`src/rtl/alu_issue_stage.sv`:
```
// RV32I ALU issue stage: combinational decode into a 2-entry output/skid buffer.
// Optional macro ALU_ISSUE_ILLEGAL_EN issues unsupported encodings flagged illegal instead of dropping them.
module alu_issue_stage #(
  parameter int unsigned DATA_WIDTH = 32
) (
  input  logic                  clk,
  input  logic                  rst_n,
  input  logic                  in_valid,
  output logic                  in_ready,
  input  logic [31:0]           instr,
  input  logic [DATA_WIDTH-1:0] pc,
  input  logic [DATA_WIDTH-1:0] rs1_data,
  input  logic [DATA_WIDTH-1:0] rs2_data,
  input  logic                  flush,
  output logic                  out_valid,
  input  logic                  out_ready,
  output logic [DATA_WIDTH-1:0] alu_op1,
  output logic [DATA_WIDTH-1:0] alu_op2,
  output logic [7:0]            alu_ctrl,
  output logic [4:0]            rd_addr,
  output logic                  reg_write,
  output logic                  illegal
);

  localparam logic [1:0] ST_EMPTY = 2'd0;
  localparam logic [1:0] ST_ONE   = 2'd1;
  localparam logic [1:0] ST_TWO   = 2'd2;

  localparam logic [6:0] OPC_OP    = 7'b0110011;
  localparam logic [6:0] OPC_OPIMM = 7'b0010011;
  localparam logic [6:0] OPC_LUI   = 7'b0110111;
  localparam logic [6:0] OPC_AUIPC = 7'b0010111;

  localparam logic [6:0] F7_BASE = 7'b0000000;
  localparam logic [6:0] F7_ALT  = 7'b0100000;

  localparam logic [3:0] C_ADD  = 4'h0;
  localparam logic [3:0] C_SUB  = 4'h1;
  localparam logic [3:0] C_AND  = 4'h2;
  localparam logic [3:0] C_OR   = 4'h3;
  localparam logic [3:0] C_XOR  = 4'h4;
  localparam logic [3:0] C_SLL  = 4'h5;
  localparam logic [3:0] C_SRL  = 4'h6;
  localparam logic [3:0] C_SRA  = 4'h7;
  localparam logic [3:0] C_SRAI = 4'h8;
  localparam logic [3:0] C_SLT  = 4'h9;
  localparam logic [3:0] C_SLTU = 4'hA;
  localparam logic [3:0] C_PASS = 4'hB;

  typedef struct packed {
    logic [DATA_WIDTH-1:0] op1;
    logic [DATA_WIDTH-1:0] op2;
    logic [3:0]            ctrl;
    logic [4:0]            rd;
    logic                  wr;
`ifdef ALU_ISSUE_ILLEGAL_EN
    logic                  ill;
`endif
  } bundle_t;

  logic [1:0]            state_q, state_d;
  logic                  in_ready_q, in_ready_d;
  bundle_t               out_q, out_d;
  bundle_t               skid_q, skid_d;

  logic [6:0]            opcode;
  logic [6:0]            funct7;
  logic [2:0]            funct3;
  logic [DATA_WIDTH-1:0] imm_i;
  logic [DATA_WIDTH-1:0] imm_u;
  logic [DATA_WIDTH-1:0] shamt;
  logic                  unused_rs_fields;

  bundle_t               dec;
  logic                  dec_ok;
  logic                  issue_ok;
  logic                  accept;
  logic                  push;
  logic                  pop;

  assign opcode = instr[6:0];
  assign funct3 = instr[14:12];
  assign funct7 = instr[31:25];
  assign imm_i  = DATA_WIDTH'($signed(instr[31:20]));
  assign imm_u  = DATA_WIDTH'($signed({instr[31:12], 12'b0}));
  assign shamt  = DATA_WIDTH'(instr[24:20]);
  assign unused_rs_fields = ^instr[19:15];

  // funct3 -> ALU op; alt selects SUB/SRA where funct7 distinguishes them
  function automatic logic [3:0] f3_ctrl(input logic [2:0] f3, input logic alt);
    logic [3:0] c;
    case (f3)
      3'b000:  c = alt ? C_SUB : C_ADD;
      3'b001:  c = C_SLL;
      3'b010:  c = C_SLT;
      3'b011:  c = C_SLTU;
      3'b100:  c = C_XOR;
      3'b101:  c = alt ? C_SRA : C_SRL;
      3'b110:  c = C_OR;
      default: c = C_AND;
    endcase
    return c;
  endfunction

  always_comb begin
    dec    = '0;
    dec_ok = 1'b0;
    dec.rd = instr[11:7];
    case (opcode)
      OPC_OP: begin
        dec.op1 = rs1_data;
        dec.op2 = rs2_data;
        if (funct7 == F7_BASE) begin
          dec_ok   = 1'b1;
          dec.ctrl = f3_ctrl(funct3, 1'b0);
        end else if (funct7 == F7_ALT && (funct3 == 3'b000 || funct3 == 3'b101)) begin
          dec_ok   = 1'b1;
          dec.ctrl = f3_ctrl(funct3, 1'b1);
        end
      end
      OPC_OPIMM: begin
        dec.op1 = rs1_data;
        case (funct3)
          3'b001: begin
            dec.op2  = shamt;
            dec.ctrl = C_SLL;
            dec_ok   = (funct7 == F7_BASE);
          end
          3'b101: begin
            dec.op2  = shamt;
            dec.ctrl = (funct7 == F7_ALT) ? C_SRAI : C_SRL;
            dec_ok   = (funct7 == F7_BASE) || (funct7 == F7_ALT);
          end
          default: begin
            dec.op2  = imm_i;
            dec.ctrl = f3_ctrl(funct3, 1'b0);
            dec_ok   = 1'b1;
          end
        endcase
      end
      OPC_LUI: begin
        dec.op2  = imm_u;
        dec.ctrl = C_PASS;
        dec_ok   = 1'b1;
      end
      OPC_AUIPC: begin
        dec.op1  = pc;
        dec.op2  = imm_u;
        dec.ctrl = C_ADD;
        dec_ok   = 1'b1;
      end
      default: dec_ok = 1'b0;
    endcase
    dec.wr = dec_ok && (instr[11:7] != 5'd0);
`ifdef ALU_ISSUE_ILLEGAL_EN
    if (!dec_ok) begin
      dec.op1  = '0;
      dec.op2  = '0;
      dec.ctrl = C_ADD;
      dec.ill  = 1'b1;
    end
`endif
  end

`ifdef ALU_ISSUE_ILLEGAL_EN
  assign issue_ok = 1'b1;
`else
  assign issue_ok = dec_ok;
`endif

  // Unsupported bundles without the illegal feature are accepted but never enter the buffer.
  assign accept = in_valid && in_ready_q && !flush;
  assign push   = accept && issue_ok;
  assign pop    = (state_q != ST_EMPTY) && out_ready;

  always_comb begin
    state_d = state_q;
    out_d   = out_q;
    skid_d  = skid_q;
    if (flush) begin
      state_d = ST_EMPTY;
    end else begin
      case (state_q)
        ST_EMPTY: begin
          if (push) begin
            out_d   = dec;
            state_d = ST_ONE;
          end
        end
        ST_ONE: begin
          case ({push, pop})
            2'b10: begin
              skid_d  = dec;
              state_d = ST_TWO;
            end
            2'b11:   out_d   = dec;
            2'b01:   state_d = ST_EMPTY;
            default: state_d = ST_ONE;
          endcase
        end
        ST_TWO: begin
          if (pop) begin
            out_d   = skid_q;
            state_d = ST_ONE;
          end
        end
        default: state_d = ST_EMPTY;
      endcase
    end
    in_ready_d = (state_d != ST_TWO);
  end

  always_ff @(posedge clk or negedge rst_n) begin
    if (!rst_n) begin
      state_q    <= ST_EMPTY;
      in_ready_q <= 1'b0;
      out_q      <= '0;
      skid_q     <= '0;
    end else begin
      state_q    <= state_d;
      in_ready_q <= in_ready_d;
      out_q      <= out_d;
      skid_q     <= skid_d;
    end
  end

  assign in_ready  = in_ready_q;
  assign out_valid = (state_q != ST_EMPTY);
  assign alu_op1   = out_q.op1;
  assign alu_op2   = out_q.op2;
  assign alu_ctrl  = {4'b0000, out_q.ctrl};
  assign rd_addr   = out_q.rd;
  assign reg_write = out_q.wr;
`ifdef ALU_ISSUE_ILLEGAL_EN
  assign illegal   = out_q.ill;
`else
  assign illegal   = 1'b0;
`endif

endmodule

```
`config.mk`:
```
export PLATFORM = sky130hd
export DESIGN_NAME = alu_issue_stage
export DESIGN_NICKNAME = d
export VERILOG_FILES = /design/src/rtl/alu_issue_stage.sv
export SDC_FILE = /design/constraint.sdc
export NUM_CORES = 1
export LEC_CHECK = 0
export ABC_AREA = 1
export BUFFER_PORTS_ARGS = -buffer_cell sky130_fd_sc_hd__buf_4
export CAP_MARGIN = 20
export CORE_UTILIZATION = 40
export CTS_BUF_LIST = sky130_fd_sc_hd__clkbuf_4
export CTS_CLUSTER_SIZE = 8
export DETAILED_ROUTE_END_ITERATION = 10
export PLACE_DENSITY = 0.73
export SYNTH_ARGS = -nofsm -noshare
export SYNTH_HDL_FRONTEND = slang
export SYNTH_SLANG_ARGS = --single-unit
```
`constraint.sdc`:
```
create_clock -name clk -period 1.5 [get_ports clk]
set_input_delay 0.225 -clock clk [delete_from_list [all_inputs] [get_ports clk]]
set_output_delay 0.225 -clock clk [all_outputs]
set_load 0.05 [all_outputs]
```
# [Yosys cells after proc, flatten, opt, wreduce, memory -nomap -nowiden]
# Cells that the tools add are included.
[totals] wordCells=74 output_inout_bits=81 reg_bits=151
[classes] muxes=22 bitwise_logic=1 n_eq_ne=20 reduce_logical=19
[ops] op="$mux 74" count=3
[ops] op="$pmux 74 s3" count=1
[ops] op="$pmux 36 s4" count=1
[ops] op="$pmux 36 s2" count=1
[ops] op="$pmux 32 s2" count=1
[ops] op="$pmux 4 s7" count=2
[ops] op="$eq 7x6->1 const B" count=3
[ops] op="$pmux 4 s5" count=1
[ops] op="$eq 7x5->1 const B" count=2
[ops] op="$mux 4" count=3
[ops] op="$pmux 2 s3" count=2
[ops] op="$eq 3x3->1 const B" count=3
[ops] op="$logic_not 7->1" count=1
[ops] op="$eq 2x2->1 const B" count=3
[ops] op="$eq 3x2->1 const B" count=2
[ops] op="$logic_and 1x1->1" count=6
[ops] op="$mux 2" count=3
[ops] op="$ne 2x2->1 const B" count=3
[ops] op="$reduce_and 5->1" count=1
[ops] op="$reduce_bool 5->1" count=1
[ops] op="$eq 2x1->1 const B" count=2
[ops] op="$reduce_or 2->1" count=2
[ops] op="$eq 3x1->1 const B" count=1
[ops] op="$logic_not 3->1" count=1
[ops] op="11 further kinds" count=13

# [Logic depth before layout (Yosys ltp)]
# Gate-level depths: netlist (run 1).
[logic_depth] ltp_word=12 mapped_depth=15

# [Worst setup path after synthesis (run 1)]
# Ideal clock, no wire load.
[synth_timing] path_kind="flip-flop to flip-flop" startpoint="reg in_ready_q (netlist: in_ready)" endpoint="reg out_q (netlist bit alu_op1[0])" path_slack_ns=-0.310 synth_period_minus_slack_ns=1.810 n_path_buf=2 t_arrival_ns=1.691 stages_incl_launch_ff=10 cell_sequence="dfrtp_1 -> nand2_1 -> nor2_1 -> nand3_1 -> nand2_1 -> nand3_2 -> buf_6 -> buf_4 -> nand2_1 -> nand2_1"
[synth_between] elab_chain_len=6
[synth_lines] item="start: declaration" line_no="62" source="logic in_ready_q, in_ready_d;"
[synth_lines] item="start signal: assignment" line_no="221" source="in_ready_q <= in_ready_d;"
[synth_lines] item="$logic_and 1x1->1 (*) (2 in a row)" line_no="172" source="assign accept = in_valid && in_ready_q && !flush;"
[synth_lines] item="$logic_and 1x1->1 (*)" line_no="173" source="assign push = accept && issue_ok;"
[synth_lines] item="$eq 2x2->1" line_no="191" source="case ({push, pop})"
[synth_lines] item="$ne 2x1->1 (no source line)"
[synth_lines] item="$reduce_and 5->1 (no source line) (*)"
[synth_lines] item="end signal: assignment" line_no="222" source="out_q <= out_d;"
[synth_lines] item="end: declaration" line_no="63" source="bundle_t out_q, out_d;"
# Mark *: on every way between the ends. The rest lies on a longest branch, timed or not.
# A chain may end at the register's enable or synchronous reset.

# [Final worst setup path (run 1)]
[layout_timing] startpoint="reg state_q[0]" endpoint="reg out_q (netlist bit alu_op2[17])"
[layout_between] elab_chain_len=5
[layout_lines] item="start: declaration" line_no="61" source="logic [1:0] state_q, state_d;"
[layout_lines] item="start signal: assignment" line_no="220" source="state_q <= state_d;"
[layout_lines] item="$reduce_bool 2->1" line_no="174" source="assign pop = (state_q != ST_EMPTY) && out_ready;"
[layout_lines] item="$logic_and 1x1->1" line_no="174"
[layout_lines] item="$eq 2x2->1" line_no="191"
[layout_lines] item="$ne 2x1->1 (no source line)"
[layout_lines] item="$reduce_and 5->1 (no source line)"
# Several ways; a longest one is shown, not always the timed one.

==> results of run 1 <==
==> area by class of cell <==
| type | instances | area share [%] |
|---|---|---|
| Sequential cell | 151 | 29.44 |
| Inverter | 131 | 3.996 |
| Timing Repair inverter | 1 | 0.1267 |
| Multi-Input combinational cell | 757 | 31.90 |
| Clock inverter | 14 | 0.9552 |
| Timing Repair Buffer | 377 | 29.92 |
| Antenna cell | 1 | 0.01949 |
| Clock buffer | 18 | 1.053 |
| Tap cell | 265 | 2.583 |
==> report_power, final <==
| part | internal [mW] | switching [mW] | leakage [nW] | total (mW) |
|---|---|---|---|---|
| clock | 0.850 | 1.63 | 0.135 | 2.48 |
| combinational | 0.472 | 0.635 | 4.67 | 1.11 |
| sequential | 4.14 | 0.0416 | 1.81 | 4.18 |
| total | 5.46 | 2.31 | 6.62 | 7.77 |
==> per-stage QoR <==
step,utilization (%),hold WS [ns]
after global placement,53.10,0.1141
after floorplan,-,-0.07059
after detailed placement,53.10,0.1129
after global routing,65.53,-0.001300
after CTS,57.07,0.0005795
final,65.53,0.008964
==> worst min-delay path by stage <==
| stage | slack (ns) | to | cells past startpoint |
|---|---|---|---|
| finish | 0.009 | skid_q[16] | 5 |
| global route | -0.001 | skid_q[16] | 5 |
| CTS | 0.0006 | skid_q[55] | 5 |
| detailed placement | 0.11 | skid_q[17] | 1 |
| global placement | 0.11 | skid_q[17] | 1 |
| floorplan | -0.07 | alu_ctrl[0] | 0 |
==> cell usage after synthesis (2+ instances only) <==
| library cell | count | share of area [%] |
|---|---|---|
| dfrtp_1 | 151 | 47 |
| buf_6 | 8 | 1.1 |
| a21oi_1 | 5 | 0.31 |
| nand2_1 | 417 | 20 |
| o211ai_1 | 10 | 0.94 |
| o21ai_1 | 52 | 3.2 |
| clkbuf_1 | 30 | 1.4 |
| nand4_1 | 5 | 0.39 |
| buf_2 | 16 | 1.0 |
| nor2_1 | 14 | 0.66 |
| nor2_2 | 2 | 0.16 |
| nand2_2 | 2 | 0.16 |
| inv_1 | 122 | 5.7 |
| inv_2 | 7 | 0.33 |
| nor2_4 | 3 | 0.42 |
| nand3_1 | 105 | 6.6 |
| o21ai_0 | 128 | 8.0 |
| buf_4 | 17 | 1.6 |
==> routing by layer <==
layer	wire length [µm]	up-vias	GRT usage [%]
met3	1708	66	4.199
li1	-	4189	-
met4	1077	0	7.895
met5	0	-	0
met1	12320	4219	32.23
met2	14330	343	40.44
==> kinds of logic after synthesis <==
logic type | count (synthesis) | share of synthesized area, %
compound gates | 199 | 12.88
other cells | 1 | 0.04674
flops | 151 | 47.10
buf+inv | 203 | 11.31
simple gates | 553 | 28.66
==> worst max-delay path, cell delays in order (launching register included) <==
cell	delay [ns]
dfrtp_1	0.43
buf_4	0.14
buf_6	0.11
nor2_4	0.12
inv_4	0.06
nor2_4	0.08
inv_2	0.06
nand3_4	0.07
a21oi_4	0.05
buf_8	0.14
buf_12	0.14
clkbuf_16	0.17
nand3_2	0.06
nand2_1	0.06
==> sequential cells by signal, summed over array words and instances (netlist names) <==
signal,count
alu_ctrl,4
alu_op1,32
alu_op2,32
in_ready,1
rd_addr,5
reg_write,1
skid_q,74
state_q,2
==> what timing repair did <==
item	in CTS	in global routing
buffers inserted	9	26
setup endpoints to repair	89	150
pin swaps	1	15
cloned	7	30
gates resized for setup	22	239
hold buffers	17	0
hold endpoints to repair	167	0
==> flow_summary.toml, run 1 <==
[outcome]
status = "complete, but fails checks"
violations = "negative setup slack"

[clocking]
root_buffer = "clkbuf_4"
clk_pin_slew_ns = 0.14
cts_tree = "yes"
cts_buffers = 17
clock-sinks = 151
clk-insertion-delay-late_ns = 0.58
htreeDepth = 4
cts_buffer_depth = 2

[floorplanning]
rows = 51
die_area_mm2 = 0.02063
core_area_mm2 = 0.01959
initial_core_util_pct = 40.95
ioPinCount = 214
dieHeight_um = 143.6
die_x_um = 143.6

[final_layout]
final_cells = 1715
layout_common_cells = "377 x nand2_1, 279 x buf_4, 150 x dfrtp_1"
ff_latch_area_mm2 = 0.003780
multi_input_area_mm2 = 0.004095
fin_nets = 1569
fill_cells = 1560
design_area_mm2 = 0.01284
syn2layout_area_growth_pct = 60.01
layout_commonest_cell = "nand2_1"
layout-drive-gt1-share_pct = 39.27

[yosys]
syn_inst = 1107
ys_types = 31
synth.ff_latch_count = 151
syn_area_mm2 = 0.008023
ys.flop_type = "dfrtp_1"
yosysWarnings = 0
seq_area_frac_synth_pct = 47.10
synthArstFlopShare_pct = 100.0
synth-edff-count = 0
synth.avg_cell_area_um2 = 7.247

[sta]
fin_ws_ns = -0.2901
finalHoldViolCount = 0
setup_tns_ns = -28.65
period_share_pct = 119.3
slew_headroom_pct = 52.89
fmax_mhz = 558.6
rsz0062_at_grt = "yes"
slew_viol_final = 0
worst_pin_slew_ns = 0.6992
fin_crit_ns = 1.790
setup_viol = 150
final.setup_skew_ns = 0.02514

[global_route]
grt_overflow = 0
antenna_found_initial = 1
grt_pass1_wl_um = 38520
grt_max_degree = 44
grt_use_total_pct = 24.36
grt_pass1_vias = 7572

[drt]
wirelength_um = 29440
num_vias = 8817
drc = 0
drtPass1Iterations = 5
drt_iter0_markers = 671
wire_per_inst_um = 17.17
ant_nets = 0
viasPerCell = 5.141

[placement]
globalplace.congestion = 0.8587
place_ws_ns = -0.4709
dpl.cell_count = 1598
dpl.hpwl_um = 16540
port_buffers = 208
dpl_cell_area_mm2 = 0.01040

[worst_setup_path]
ff2ff_path_depth = 13
start_kind = "register"
required_ns = 1.97
worstSetupStartpoint = "state_q[0]"
path_class = "reg2reg"
cp.arrival_ns = 2.26
crit_fanout = 7
worstSetupEndpoint = "alu_op2[17]"
rr_startpoint = "state_q[0]"
rrSetupSlack_ns = -0.29
critPathCaptureType = "register"
r2r_end = "alu_op2[17]"

[min_path]
hold_path_class = "in2reg"
hold_start = "rs2_data[6]"

[pwr]
fin_total_pwr_mw = 7.767
leakage_nw = 6.615
p_per_area_mw_per_mm2 = 605.1
ir_drop_uv = 373.3

[flow_run]
maxCapViolCount = 0
Note: power is estimated with default switching activity, not from simulation.
==> run 2, diff against run 1 <==
- PLACE_DENSITY: 0.73 -> 0.75
==> flow_summary.toml, run 2 (synthesis results as in run 1) <==
[final_layout]
fin_nets = 1536
multi_input_area_mm2 = 0.003751
top_register = "skid_q"
syn2layout_area_growth_pct = 48.46
ff_latch_area_mm2 = 0.003780
fill_cells = 1736
largest_reg_flops = 74
design_area_mm2 = 0.01191
layout_commonest_cell = "nand2_1"
layout-drive-gt1-share_pct = 34.47
layout_common_cells = "342 x nand2_1, 284 x buf_4, 150 x dfrtp_1"
final_cells = 1679

[floorplanning]
die_area_mm2 = 0.02063
die_x_um = 143.6
core_area_mm2 = 0.01959
rows = 51
dieHeight_um = 143.6
initial_core_util_pct = 40.95
ioPinCount = 214

[global_route]
grt_max_degree = 39
grt_use_total_pct = 24.26
grt_pass1_vias = 7692
grt_overflow = 0
antenna_found_initial = 1
grt_pass1_wl_um = 38440

[drt]
wire_per_inst_um = 15.53
ant_nets = 0
drt_iter0_markers = 571
drtPass1Iterations = 6
viasPerCell = 5.035
num_vias = 8454
drc = 0
wirelength_um = 26080

[placement]
dpl.cell_count = 1607
globalplace.congestion = 0.8815
dpl_cell_area_mm2 = 0.01052
place_ws_ns = -0.4894
port_buffers = 208
dpl.hpwl_um = 16620

[pwr]
ir_drop_uv = 522.5
p_per_area_mw_per_mm2 = 662.8
fin_total_pwr_mw = 7.894
leakage_nw = 6.231

[min_path]
hold_path_class = "in2reg"

[sta]
fin_crit_ns = 1.629
setup_viol = 135
rsz0062_at_grt = "yes"
finalHoldViolCount = 0
period_share_pct = 108.6
fin_ws_ns = -0.1293
slew_viol_final = 0
fmax_mhz = 613.8
final.setup_skew_ns = 0.02376

[clocking]
clk-insertion-delay-late_ns = 0.56
clock-sinks = 151
cts_buffers = 17
htreeDepth = 4
clk_pin_slew_ns = 0.13
cts_buffer_depth = 2
root_buffer = "clkbuf_4"
cts_tree = "yes"

[outcome]
violations = "negative setup slack"
status = "complete, but fails checks"

[worst_setup_path]
cp.arrival_ns = 2.07
start_kind = "register"
crit_family = "simple AND/OR/NAND/NOR gates"
required_ns = 1.95
path_class = "reg2reg"
cp_slowest_cell = "dfrtp_2"
cp_num_buf_inv = 3
crit_fanout = 6
critPathCaptureType = "register"
max_stage_delay_ns = 0.41
cp_cell_sequence = "nand2_2 > nor2_4 > nand3_2 > nand2_4 > nand3_4 > buf_12 > buf_12 > buf_12 > nand2_2 > nand2_2"

[flow_run]
maxCapViolCount = 0
run 2: repair_timing:
item                       CTS  global route
buffers inserted            12             5
setup endpoints to repair   77           151
cloned                       7            11
pin swaps                    2            13
hold endpoints to repair   161             0
hold buffers                 9             0
resized for setup           21           125
run 2: worst paths after layout:
| check | startpoint | to | slack, ns | depth (start not counted) |
|---|---|---|---|---|
| min in group asynchronous | rst_n | alu_op2[6] | 0.12 | 2 |
| hold / removal | rs1_data[19] | skid_q[61] | 0.03 | 5 |
| hold reg to reg | alu_op1[30] | alu_op1[30] | 0.48 | 2 |
| setup / recovery | in_ready | alu_op2[14] | -0.13 | 10 |
| max in group asynchronous | rst_n | skid_q[33] | 0.79 | 3 |
| setup reg to reg | in_ready | alu_op2[14] | -0.13 | 10 |
run 2: layout make-up:
| class | instances | area share (%) |
|---|---|---|
| inverter | 131 | 4.276 |
| sequential | 151 | 31.74 |
| multi-input combinational | 757 | 31.49 |
| antenna | 1 | 0.02101 |
| tap | 265 | 2.784 |
| clock buffer | 19 | 1.198 |
| clock inverter | 10 | 1.103 |
| timing repair buffer | 345 | 27.39 |
run 2: through the flow:
| step | hold WS, ns | TNS [ns] | utilization [%] |
|---|---|---|---|
| global route | 0.03463 | -19.17 | 60.80 |
| detailed placement | 0.1599 | -51.07 | 53.69 |
| finish | 0.02922 | -8.744 | 60.80 |
| global placement | 0.1563 | -45.03 | 53.69 |
| floorplan | -0.07059 | -7.433 | - |
| CTS | 0.001066 | -7.368 | 57.57 |
run 2: tightest hold or removal path, delay by kind of cell:
kind,cells,cell delay (ns)
AO/OA/AOI/OAI,2,0.16
AND/OR/NAND/NOR,2,0.10
buffers and inverters,1,0.07
run 2: metal layers:
layer,vias up,track usage (%),part of all wire (%)
met5,-,0,0
met4,0,10.13,2.8
met2,314,40.06,49
met3,60,4.299,5.8
li1,4080,-,-
met1,4000,31.31,43
run 2: report_power, final:
part / switching [mW] / internal (mW)
clock network: 1.46 / 1.16
logic: 0.612 / 0.474
registers: 0.0540 / 4.13
==> run 3, diff against run 2 <==
- CORE_ASPECT_RATIO: unset -> 1.2
- REMOVE_ABC_BUFFERS: unset -> 1
==> flow_summary.toml, run 3 (synthesis results as in run 1) <==
[outcome]
status = "complete, but fails checks"
violations = "negative setup slack"

[placement]
place_ws_ns = -0.3807
globalplace.congestion = 0.9016
dpl_cell_area_mm2 = 0.01056
dpl.hpwl_um = 15740
dpl.cell_count = 1612
port_buffers = 208

[pwr]
p_per_area_mw_per_mm2 = 652.2
leakage_nw = 6.924
seqPwrFrac_pct = 48.9
p_int_mw = 6.325
fin_total_pwr_mw = 8.524
power_switching_share_pct = 25.79
ir_drop_uv = 524.3
combPwrFrac_pct = 12.7
clock_power_share_pct = 38.3
p_switching_mw = 2.199

[final_layout]
layout-drive-gt1-share_pct = 38.31
layout_common_cells = "373 x nand2_1, 291 x buf_4, 151 x dfrtp_1"
syn2layout_area_growth_pct = 62.91
fin_nets = 1587
fill_cells = 1544
design_area_mm2 = 0.01307
post-route-util_pct = 66.62
final_cells = 1729
layout_commonest_cell = "nand2_1"
top_register = "skid_q"
largest_reg_flops = 74

[drt]
num_vias = 8938
viasPerCell = 5.169
drtPass1Iterations = 6
ant_nets = 0
drc = 0
drt_iter0_markers = 600
wirelength_um = 29660
wire_per_inst_um = 17.16

[sta]
slew_viol_final = 0
final.setup_skew_ns = 0.02180
fin_crit_ns = 1.794
rsz0062_at_grt = "yes"
finalHoldViolCount = 0
slew_headroom_pct = 61.98
hold_slack_ns = 0.03971
period_share_pct = 119.6
worst_pin_slew_ns = 0.5644
setup_viol = 126
fmax_mhz = 557.5
fin_ws_ns = -0.2937
setup_tns_ns = -17.08

[floorplanning]
initial_core_util_pct = 40.89
die_area_mm2 = 0.02063
die_x_um = 131.3
dieHeight_um = 157.1
core_area_mm2 = 0.01962
rows = 56
ioPinCount = 214

[clocking]
cts_buffer_depth = 2
clk-insertion-delay-late_ns = 0.55
clock-sinks = 151
cts_tree = "yes"
cts_buffers = 17
root_buffer = "clkbuf_4"
clk_pin_slew_ns = 0.13
htreeDepth = 4

[global_route]
grt_pass1_wl_um = 42590
grt_overflow = 0
antenna_found_initial = 1
grt_max_degree = 38
grt_use_total_pct = 26.50
grt_pass1_vias = 8354

[worst_setup_path]
critPathCaptureType = "primary output"
required_ns = 1.27
crit_fanout = 3
cp.arrival_ns = 1.57
rr_startpoint = "state_q[0]"
path_class = "reg2out"
start_kind = "register"
worstSetupStartpoint = "state_q[0]"

[min_path]
hold_start = "rs2_data[24]"
hold_path_class = "in2reg"

[flow_run]
maxCapViolCount = 0
==> run 3: final cells by class <==
class                   count  area (µm²)  area share, %
diodes                      1       2.502        0.01915
clock buffers              20       150.1          1.149
clock inverters            12       222.7          1.704
inverters                 131       513.0          3.925
multi-input cells         757        3875          29.65
flip-flops and latches    151        3779          28.91
well taps                 261       326.6          2.499
repair buffers            395        4172          31.92
repair inverters            1       30.03         0.2298
==> run 3: what timing repair did <==
item / CTS / global route
gates cloned: 23 / 19
pin swaps: 22 / 23
buffers inserted: 26 / 11
hold endpoints to repair: 165 / 0
setup endpoints to repair: 130 / 150
hold buffers: 13 / 0
gates resized for setup: 106 / 172
==> run 3: final timing paths <==
kind | slack (ns) | end | cells past startpoint
worst max-delay path | -0.29 | out_valid | 5
worst min-delay path | 0.04 | skid_q[34] | 5
worst min register to register | 0.49 | alu_op2[6] | 2
worst max register to register | -0.26 | alu_op1[10] | 9
max in group asynchronous | 0.82 | alu_op1[7] | 3
min in group asynchronous | 0.13 | alu_op1[28] | 2
==> run 3: routing by layer <==
layer	track usage (%)	vias to the layer above	routed length (µm)
met5	0	-	0
met4	11.79	0	1006
met3	4.348	67	1971
met2	46.58	380	15320
met1	32.09	4277	11370
li1	-	4214	-
==> run 3: power groups by stage <==
stage | Clock [mW] | Sequential (mW) | Combinational [mW]
detailed placement | 0 | 4.25 | 1.02
floorplan | 0 | 4.47 | 0.183
finish | 3.27 | 4.17 | 1.08
global placement | 0 | 4.25 | 1.01
CTS | 3.30 | 4.17 | 1.07
global route | 3.46 | 4.18 | 1.17
==> run 3: critical path: stages, from the launching register on <==
cell     delay (ns)
dfrtp_1        0.44
buf_4          0.18
nor2_4         0.10
buf_6          0.12
inv_4          0.04
buf_8          0.14
